File: src/rtl/mux2x32_pkg.sv
// ============================================================================
// mux2x32_pkg : shared datapath word type and defaults for the 2:1 selector
// Revision    : 1.0
// ============================================================================
`default_nettype none

package mux2x32_pkg;

    localparam int unsigned WIDTH_DEF = 32;

    typedef logic [WIDTH_DEF-1:0] word_t;

    localparam word_t RST_VAL_DEF = '0;

endpackage

`default_nettype wire

File: src/rtl/mux2x32_core.sv
// ============================================================================
// mux2x32_core : purely combinational 2:1 word select (s=0 -> a0, s=1 -> a1)
// Revision     : 1.0
// ============================================================================
`default_nettype none

module mux2x32_core
    import mux2x32_pkg::*;
#(
    parameter int unsigned WIDTH = WIDTH_DEF
) (
    input  logic [WIDTH-1:0] a0,
    input  logic [WIDTH-1:0] a1,
    input  logic             s,
    output logic [WIDTH-1:0] y
);

    // The conditional operator merges a0/a1 bitwise when s is X, so an
    // unknown select shows up as X on every differing bit.
    assign y = s ? a1 : a0;

endmodule

`default_nettype wire

File: src/rtl/mux2x32_sel.sv
// ============================================================================
// mux2x32_sel : 2:1 word selector with combinational y and enabled register y_q
//               (MUX2X32_SEL_PARITY_EN adds par_q, parity of the loaded word)
// Revision    : 1.0
// ============================================================================
`default_nettype none

module mux2x32_sel
    import mux2x32_pkg::*;
#(
    parameter int unsigned      WIDTH   = WIDTH_DEF,
    parameter logic [WIDTH-1:0] RST_VAL = WIDTH'(RST_VAL_DEF)
) (
    input  logic             clk,
    input  logic             clrn,
    input  logic [WIDTH-1:0] a0,
    input  logic [WIDTH-1:0] a1,
    input  logic             s,
    input  logic             en,
    output logic [WIDTH-1:0] y,
    output logic [WIDTH-1:0] y_q
`ifdef MUX2X32_SEL_PARITY_EN
    ,
    output logic             par_q
`endif
);

    mux2x32_core #(
        .WIDTH (WIDTH)
    ) u_core (
        .a0 (a0),
        .a1 (a1),
        .s  (s),
        .y  (y)
    );

    always_ff @(posedge clk or negedge clrn) begin
        if (!clrn) begin
            y_q <= RST_VAL;
        end else if (en) begin
            y_q <= y;
        end
    end

`ifdef MUX2X32_SEL_PARITY_EN
    // Parity is taken from the same word that y_q captures, so both move together.
    always_ff @(posedge clk or negedge clrn) begin
        if (!clrn) begin
            par_q <= ^RST_VAL;
        end else if (en) begin
            par_q <= ^y;
        end
    end
`endif

endmodule

`default_nettype wire

File: config.mk
export PLATFORM = sky130hd
export DESIGN_NAME = mux2x32_sel
export DESIGN_NICKNAME = d
export VERILOG_FILES = /design/src/rtl/mux2x32_pkg.sv /design/src/rtl/mux2x32_core.sv /design/src/rtl/mux2x32_sel.sv
export SDC_FILE = /design/constraint.sdc
export NUM_CORES = 1
export LEC_CHECK = 0
export CAP_MARGIN = 20
export CELL_PAD_IN_SITES_DETAIL_PLACEMENT = 0
export CELL_PAD_IN_SITES_GLOBAL_PLACEMENT = 1
export CORE_ASPECT_RATIO = 0.7
export CORE_UTILIZATION = 27
export CTS_BUF_LIST = sky130_fd_sc_hd__clkbuf_4 sky130_fd_sc_hd__clkbuf_8
export DETAILED_ROUTE_END_ITERATION = 10
export GPL_TIMING_DRIVEN = 0
export PLACE_DENSITY_LB_ADDON = 0.15
export SETUP_SLACK_MARGIN = 0.4
export SLEW_MARGIN = 30
export SYNTH_ARGS = -nofsm -noshare
export SYNTH_HDL_FRONTEND = slang
export SYNTH_SLANG_ARGS = --single-unit
File: constraint.sdc
create_clock -name clk -period 1.1 [get_ports clk]
set_input_delay 0.22 -clock clk [delete_from_list [all_inputs] [get_ports clk]]
set_output_delay 0.22 -clock clk [all_outputs]
set_load 0.01 [all_outputs]
==> impl_metrics.toml, run 1 <==
[run_status]
status = "complete, but fails checks"
violations = "negative hold slack, negative setup slack"

[detailed_routing]
wl_per_cell_um = 13.8
totalWireLength_um = 5140
drc = 0
via_per_inst = 4.05
dr.pass1.iters = 3
drtAntennaViolNets = 0
vias = 1511
initialDrtViolationCount = 11

[logic_synthesis]
syn_area_um2 = 1840
synth_fp_nets = 172
synth_warnings = 0
synth_cell_type_count = 7
avgSynthCellArea_um2 = 17.7
synth-seq-cells = 32
synth-seq-area-share_pct = 43.4
syn_inst = 104

[layout]
final_cells = 373
multiInputGateArea_um2 = 961
drive_gt1_share_pct = 66.3
regArea_um2 = 801
diodes = 0
largest_register_ffs = 32
layout_commonest_cell = "mux2_4"
n_fill_cell = 569
largestRegisters = "y_q (32)"
area_growth_pct = 95.9
final_cell_mix = "mux2_4, dlygate4sd2_1, buf_6"
nNetsFinal = 349
top_register = "y_q"

[cts]
cts_buffers = 5
cts_htree_levels = 2
cts_tree = "built"
cts.sinks = 32
clockBufferDepth = 2
root_buffer = "clkbuf_8"
clkLatencyLatePin_ns = 0.27
clk_pin_slew_worst_paths_ns = 0.06

[sta]
holdWs_ns = -0.111
min_period_over_period_pct = 105
tightest_slew_ns = 0.458
hold_viol_final = 17
finalSetupTns_ns = -1.18
finClkSkew_ns = 0
max_freq_mhz = 870
setup_ws_ns = -0.0497
drv_slew = 0
finalWorstPathRequiredPeriod_ns = 1.15
rsz0062_at_grt = "yes"
slew-limit-headroom_pct = 69.4
final-setup-viol-count = 30

[worst_hold_path]
min_path_type = "input pin to async pin"

[run]
max_cap_violations = 0

[placement]
place_hpwl_um = 3720
dp_cells = 325
gp_congestion = 0.670
port_buffers = 129

[die]
die_area_um2 = 7170
die_h_um = 71.1
die_w_um = 101
start_util_pct = 28.8
core_area_um2 = 6400
io_pins = 132
rows = 24

[critical_path]
crit_required_ns = 0.88
critPathKind = "input pin to primary output"
cp.arrival_ns = 0.93
path_max_fanout = 10
endpoint_kind = "primary output"
start_kind = "input pin"

[global_routing]
grt_start_max_net_pins = 19
antenna_found_initial = 0
grt_usage_pct = 14.2
grt_pass1_wl_um = 7890
grt_pass1_vias = 1546
grt_overflow_total = 0

[power_and_ir_drop]
powerDensity_nw_per_um2 = 1080
cellLeakagePower_nw = 1.91
max-vdd-ir-drop_mv = 0.447
==> cell families (layout without fill, tap and decap cells) <==
kind of cell           count (synthesis)  in the layout  share of synthesized area, %
muxes                                 64             64                          51.3
DFF                                   32             32                          43.4
buffers and inverters                  8            186                          5.29
==> Yosys cell counts <==
master	number	area, µm²
buf_6	1	11.3
clkbuf_1	1	3.75
buf_12	3	60.1
mux2_2	4	45.0
dfrtp_1	32	801
mux2_4	60	901
buf_4	3	22.5
==> final timing paths <==
check                         from       to  slack, ns  cells past startpoint
max                              s    y[18]      -0.05                      4
min                           clrn  y_q[12]      -0.11                      1
max reg2reg                y_q[10]  y_q[10]       0.11                      3
min reg2reg                y_q[11]  y_q[11]       0.51                      1
max in group asynchronous     clrn   y_q[3]       0.78                      2
min in group clk                en  y_q[31]       0.31                      2
==> power by group <==
group	internal (W)	switching [W]	leakage, nW
combinational	0.00104	0.000508	1.49
sequential	0.00133	0.0000896	0.374
clock	0.000559	0.000394	0.0523
total	0.00292	0.000991	1.91
==> cell type report <==
type                       instances  area share, %
clock buffer                       8           2.70
timing repair buffer             170           42.3
multi-input combinational         64           26.6
sequential                        32           22.2
tap                               91           3.15
buffer                             8           3.08
==> layer usage <==
layer,routed length [µm],GRT usage [%]
met5,0,0
met4,33,3.86
met3,480,4.84
met2,2390,22.5
met1,2230,18.6
==> worst max-delay path: stages <==
cell and delay, ns:
buf_12 0.12, buf_12 0.15, mux2_4 0.31, buf_6 0.12
==> stage by stage <==
stage,power (W),area (µm²),utilization (%),worst slack (ns)
after floorplan,0.00204,1850,-,-0.0648
after global placement,0.00284,3260,50.9,-0.888
after detailed placement,0.00285,3280,51.3,-0.507
after CTS,0.00379,3430,53.6,-0.0476
after global routing,0.00413,3610,56.5,-0.0720
final,0.00391,3610,56.5,-0.0497
==> what timing repair did <==
action	4_1_cts	5_1_grt
setup buffers	28	12
setup endpoints to repair	96	96
endpoints found under the hold margin	17	17
resized for setup	365	18
cloned	0	0
No activity file was read; power rests on OpenSTA's default activity.
==> inputs of run 2 (changes only) <==
==> constraint.sdc (replaced) <==
create_clock -name clk -period 1.16 [get_ports clk]
set_input_delay 0.232 -clock clk [delete_from_list [all_inputs] [get_ports clk]]
set_output_delay 0.232 -clock clk [all_outputs]
set_load 0.01 [all_outputs]
==> impl_metrics.toml, run 2 (same netlist as run 1, synthesis figures left out) <==
[sta]
tightest_slew_ns = 0.458
setup_ws_ns = -0.0137
finClkSkew_ns = 0
min_period_over_period_pct = 101
max_freq_mhz = 852
finalWorstPathRequiredPeriod_ns = 1.17
slew-limit-headroom_pct = 69.4
drv_slew = 0
final-setup-viol-count = 25
holdWs_ns = -0.0985
hold_viol_final = 17
rsz0062_at_grt = "yes"

[detailed_routing]
dr.pass1.iters = 3
drc = 0
vias = 1511
drtAntennaViolNets = 0
totalWireLength_um = 5140
via_per_inst = 4.05
initialDrtViolationCount = 11
wl_per_cell_um = 13.8

[layout]
final_cell_area_um2 = 3610
n_fill_cell = 569
layout_commonest_cell = "mux2_4"
nNetsFinal = 349
diodes = 0
largest_register_ffs = 32
top_register = "y_q"
final_cells = 373
drive_gt1_share_pct = 66.3
largestRegisters = "y_q (32)"
final_cell_mix = "mux2_4, dlygate4sd2_1, buf_6"
area_growth_pct = 95.9

[placement]
dp_cells = 325
pre_cts_ws_ns = -0.471
dpl-instance-area_um2 = 3280
gp_congestion = 0.670
place_hpwl_um = 3720
port_buffers = 129

[global_routing]
grt_pass1_vias = 1546
grt_start_max_net_pins = 19
grt_usage_pct = 14.2
grt_pass1_wl_um = 7890
grt_overflow_total = 0
antenna_found_initial = 0

[die]
rows = 24
start_util_pct = 28.8
io_pins = 132
core_area_um2 = 6400
die_w_um = 101
die_h_um = 71.1
die_area_um2 = 7170

[critical_path]
crit_start = "s"
rr_worst_depth = 3
endpoint_kind = "primary output"
ff2ff_setup_slack_ns = 0.17
start_kind = "input pin"
rr_endpoint = "y_q[10]"
cp.arrival_ns = 0.94
crit_required_ns = 0.93
critPathKind = "input pin to primary output"
path_max_fanout = 10
crit_path_end = "y[18]"
r2r_start = "y_q[10]"

[cts]
cts_tree = "built"
cts_htree_levels = 2
clk_pin_slew_worst_paths_ns = 0.06
clkLatencyLatePin_ns = 0.27
clockBufferDepth = 2
cts.sinks = 32
cts_buffers = 5
root_buffer = "clkbuf_8"

[run]
max_cap_violations = 0

[power_and_ir_drop]
powerDensity_nw_per_um2 = 1030
cellLeakagePower_nw = 1.91
max-vdd-ir-drop_mv = 0.424
power_w = 0.00371

[run_status]
status = "complete, but fails checks"
violations = "negative hold slack, negative setup slack"

[worst_hold_path]
min_path_type = "input pin to async pin"
## run 2: cell counts in the layout (fill, tap and decap cells not counted)
Identical to the previous run, type by type.
## run 2: routing by layer
layer	global-route usage (%)	up-vias	wire [µm]
met5	0	-	0
met4	3.86	0	33
met3	4.84	2	480
met2	22.5	67	2390
met1	18.6	720	2230
li1	-	722	-
## run 2: final cells by class
class / instances / area (µm²) / share of cell area, %
repair buffers: 170 / 1530 / 42.3
clock buffers: 8 / 97.6 / 2.70
well taps: 91 / 114 / 3.15
flip-flops and latches: 32 / 801 / 22.2
multi-input cells: 64 / 961 / 26.6
plain buffers: 8 / 111 / 3.08
## run 2: through the flow
stage	setup TNS, ns	util (%)	hold slack (ns)
CTS	-0.171	53.6	-0.0934
finish	-0.103	56.5	-0.0985
global placement	-45.23	50.9	0.491
detailed placement	-18.62	51.3	0.205
global route	-0.647	56.5	-0.0776
floorplan	-0.505	-	-0.0636
## run 2: how the worst min path moves through the flow
stage | to | slack (ns) | cells after the start
floorplan | y_q[0] | -0.06 | 0
global placement | y_q[29] | 0.49 | 1
detailed placement | y_q[12] | 0.20 | 1
CTS | y_q[12] | -0.09 | 1
global route | y_q[13] | -0.08 | 1
finish | y_q[12] | -0.1 | 1
## run 2: what timing repair did
item / in CTS / in global routing
gates resized for setup: 365 / 18
hold endpoints to repair: 17 / 17
endpoints found under the setup margin: 96 / 96
buffers inserted: 28 / 12
## run 2: worst max-delay path, cell delays in order
cell	delay, ns
buf_12	0.12
buf_12	0.15
mux2_4	0.31
buf_6	0.12
## run 2: power by group
group / leakage, nW / internal [W] / switching, W
clock network: 0.0523 / 0.000530 / 0.000373
registers: 0.374 / 0.00126 / 0.0000850
logic: 1.49 / 0.000983 / 0.000482
total: 1.91 / 0.00277 / 0.000940
==> inputs of run 3 (changes only) <==
--- a/config.mk
+++ b/config.mk
@@ -14,7 +14,6 @@
 export DETAILED_ROUTE_END_ITERATION = 10
 export GPL_TIMING_DRIVEN = 0
 export PLACE_DENSITY_LB_ADDON = 0.15
-export SETUP_SLACK_MARGIN = 0.4
 export SLEW_MARGIN = 30
 export SYNTH_ARGS = -nofsm -noshare
 export SYNTH_HDL_FRONTEND = slang
==> impl_metrics.toml, run 3 (same netlist as run 1, synthesis figures left out) <==
[power_and_ir_drop]
pwr-share-seq_pct = 37.6
comb_power_share_pct = 36.8
powerDensity_nw_per_um2 = 1010
intPower_w = 0.00263
power_switching_w = 0.000908
switching_share_pct = 25.7
max-vdd-ir-drop_mv = 0.410
cellLeakagePower_nw = 1.82
clock_power_share_pct = 25.6

[detailed_routing]
vias = 1451
initialDrtViolationCount = 15
totalWireLength_um = 5060
via_per_inst = 4.06
wl_per_cell_um = 14.2
drtAntennaViolNets = 0
drc = 0
dr.pass1.iters = 3

[placement]
port_buffers = 129
gp_congestion = 0.670
pre_cts_ws_ns = -0.471
place_hpwl_um = 3720

[global_routing]
grt_pass1_vias = 1512
met2_usage_pct = 22.3
antenna_found_initial = 0
grt_start_max_net_pins = 19
grtUsageMet1_pct = 19.5
grt_pass1_wl_um = 7940
grt.busiest_layer = "met2"
grt_usage_pct = 14.6
gr-usage-met3_pct = 5.34
grt_overflow_total = 0

[sta]
finalWorstPathRequiredPeriod_ns = 1.19
min_period_over_period_pct = 103
finalSetupTns_ns = -0.696
tightest_slew_ns = 0.456
slew-limit-headroom_pct = 69.6
drv_slew = 0
final-setup-viol-count = 31
setup_ws_ns = -0.0315
hold_viol_final = 0
max_freq_mhz = 839
finClkSkew_ns = 0
rsz0062_at_grt = "yes"

[critical_path]
crit_chain = "buf_16 > buf_12 > mux2_4 > buf_6"
critPathKind = "input pin to primary output"
slowest_stage = "mux2_4"
cp.arrival_ns = 0.96
path_max_fanout = 8
start_kind = "input pin"
cp_num_buf_inv = 3
crit_required_ns = 0.93
endpoint_kind = "primary output"
cp_top_family = "buffers and inverters"
cp_slowest_stage_delay_ns = 0.31

[die]
start_util_pct = 28.8
core_area_um2 = 6400
die_area_um2 = 7170
die_w_um = 101
rows = 24
io_pins = 132
die_h_um = 71.1

[cts]
cts_buffers = 5
clk_pin_slew_worst_paths_ns = 0.06
root_buffer = "clkbuf_8"
cts_tree = "built"
clockBufferDepth = 2
cts.sinks = 32
clkLatencyLatePin_ns = 0.27
cts_htree_levels = 2

[layout]
layout_commonest_cell = "dlygate4sd2_1"
drive_gt1_share_pct = 58.3
nNetsFinal = 333
final_cell_mix = "dlygate4sd2_1, mux2_4, buf_6, dfrtp_1, buf_4"
largest_register_ffs = 32
diodes = 0
area_growth_pct = 89.8
top_register = "y_q"
largestRegisters = "y_q (32)"

[run_status]
violations = "negative setup slack"
status = "complete, but fails checks"

[run]
max_cap_violations = 0

[worst_hold_path]
min_path_type = "input pin to flip-flop"
==> run 3: worst paths after layout <==
kind / startpoint / endpoint / slack [ns] / cells after the start
worst max-delay path: s / y[4] / -0.03 / 4
worst min-delay path: en / y_q[31] / 0.37 / 2
worst max register to register: y_q[31] / y_q[31] / 0.38 / 1
worst min register to register: y_q[30] / y_q[30] / 0.51 / 1
max in group asynchronous: clrn / y_q[3] / 0.29 / 3
min in group asynchronous: clrn / y_q[12] / 0.44 / 2
==> run 3: final cells by class <==
type	count	area [µm²]
fillers	580	2900
repair buffers	154	1420
multi-input cells	64	953
flip-flops and latches	32	801
plain buffers	8	114
well taps	91	114
clock buffers	8	97.6
==> run 3: power by group through the flow <==
stage | sequential (W) | clock (W) | combinational (W)
after floorplan | 0.00142 | 0 | 0.000517
after global placement | 0.00135 | 0 | 0.00134
after detailed placement | 0.00135 | 0 | 0.00135
after CTS | 0.00134 | 0.000941 | 0.00135
after global routing | 0.00135 | 0.00100 | 0.00139
final | 0.00133 | 0.000905 | 0.00130
==> run 3: metal layers <==
layer	part of all wire, %	wire length, µm
met5	0	0
met4	0.65	33
met3	9.0	455
met1	45	2300
met2	45	2270
==> run 3: repair_timing <==
item / CTS / global route
endpoints found under the hold margin: 17 / 0
pin swaps: 0 / 0
cloned: 3 / 0
setup buffers: 18 / 2
hold buffers: 1 / 0
gates resized for setup: 295 / 19
setup endpoints to repair: 64 / 50
==> run 3: stage by stage <==
| step | hold WS [ns] | total power (W) | cell area (µm²) | instances | util, % |
|---|---|---|---|---|---|
| after floorplan | -0.0636 | 0.00193 | 1850 | 104 | - |
| after global placement | 0.491 | 0.00269 | 3260 | 324 | 50.9 |
| after detailed placement | 0.205 | 0.00270 | 3280 | 325 | 51.3 |
| after CTS | 0.357 | 0.00363 | 3580 | 355 | 56.0 |
| after global routing | 0.360 | 0.00374 | 3500 | 357 | 54.7 |
| final | 0.367 | 0.00354 | 3500 | 357 | 54.7 |
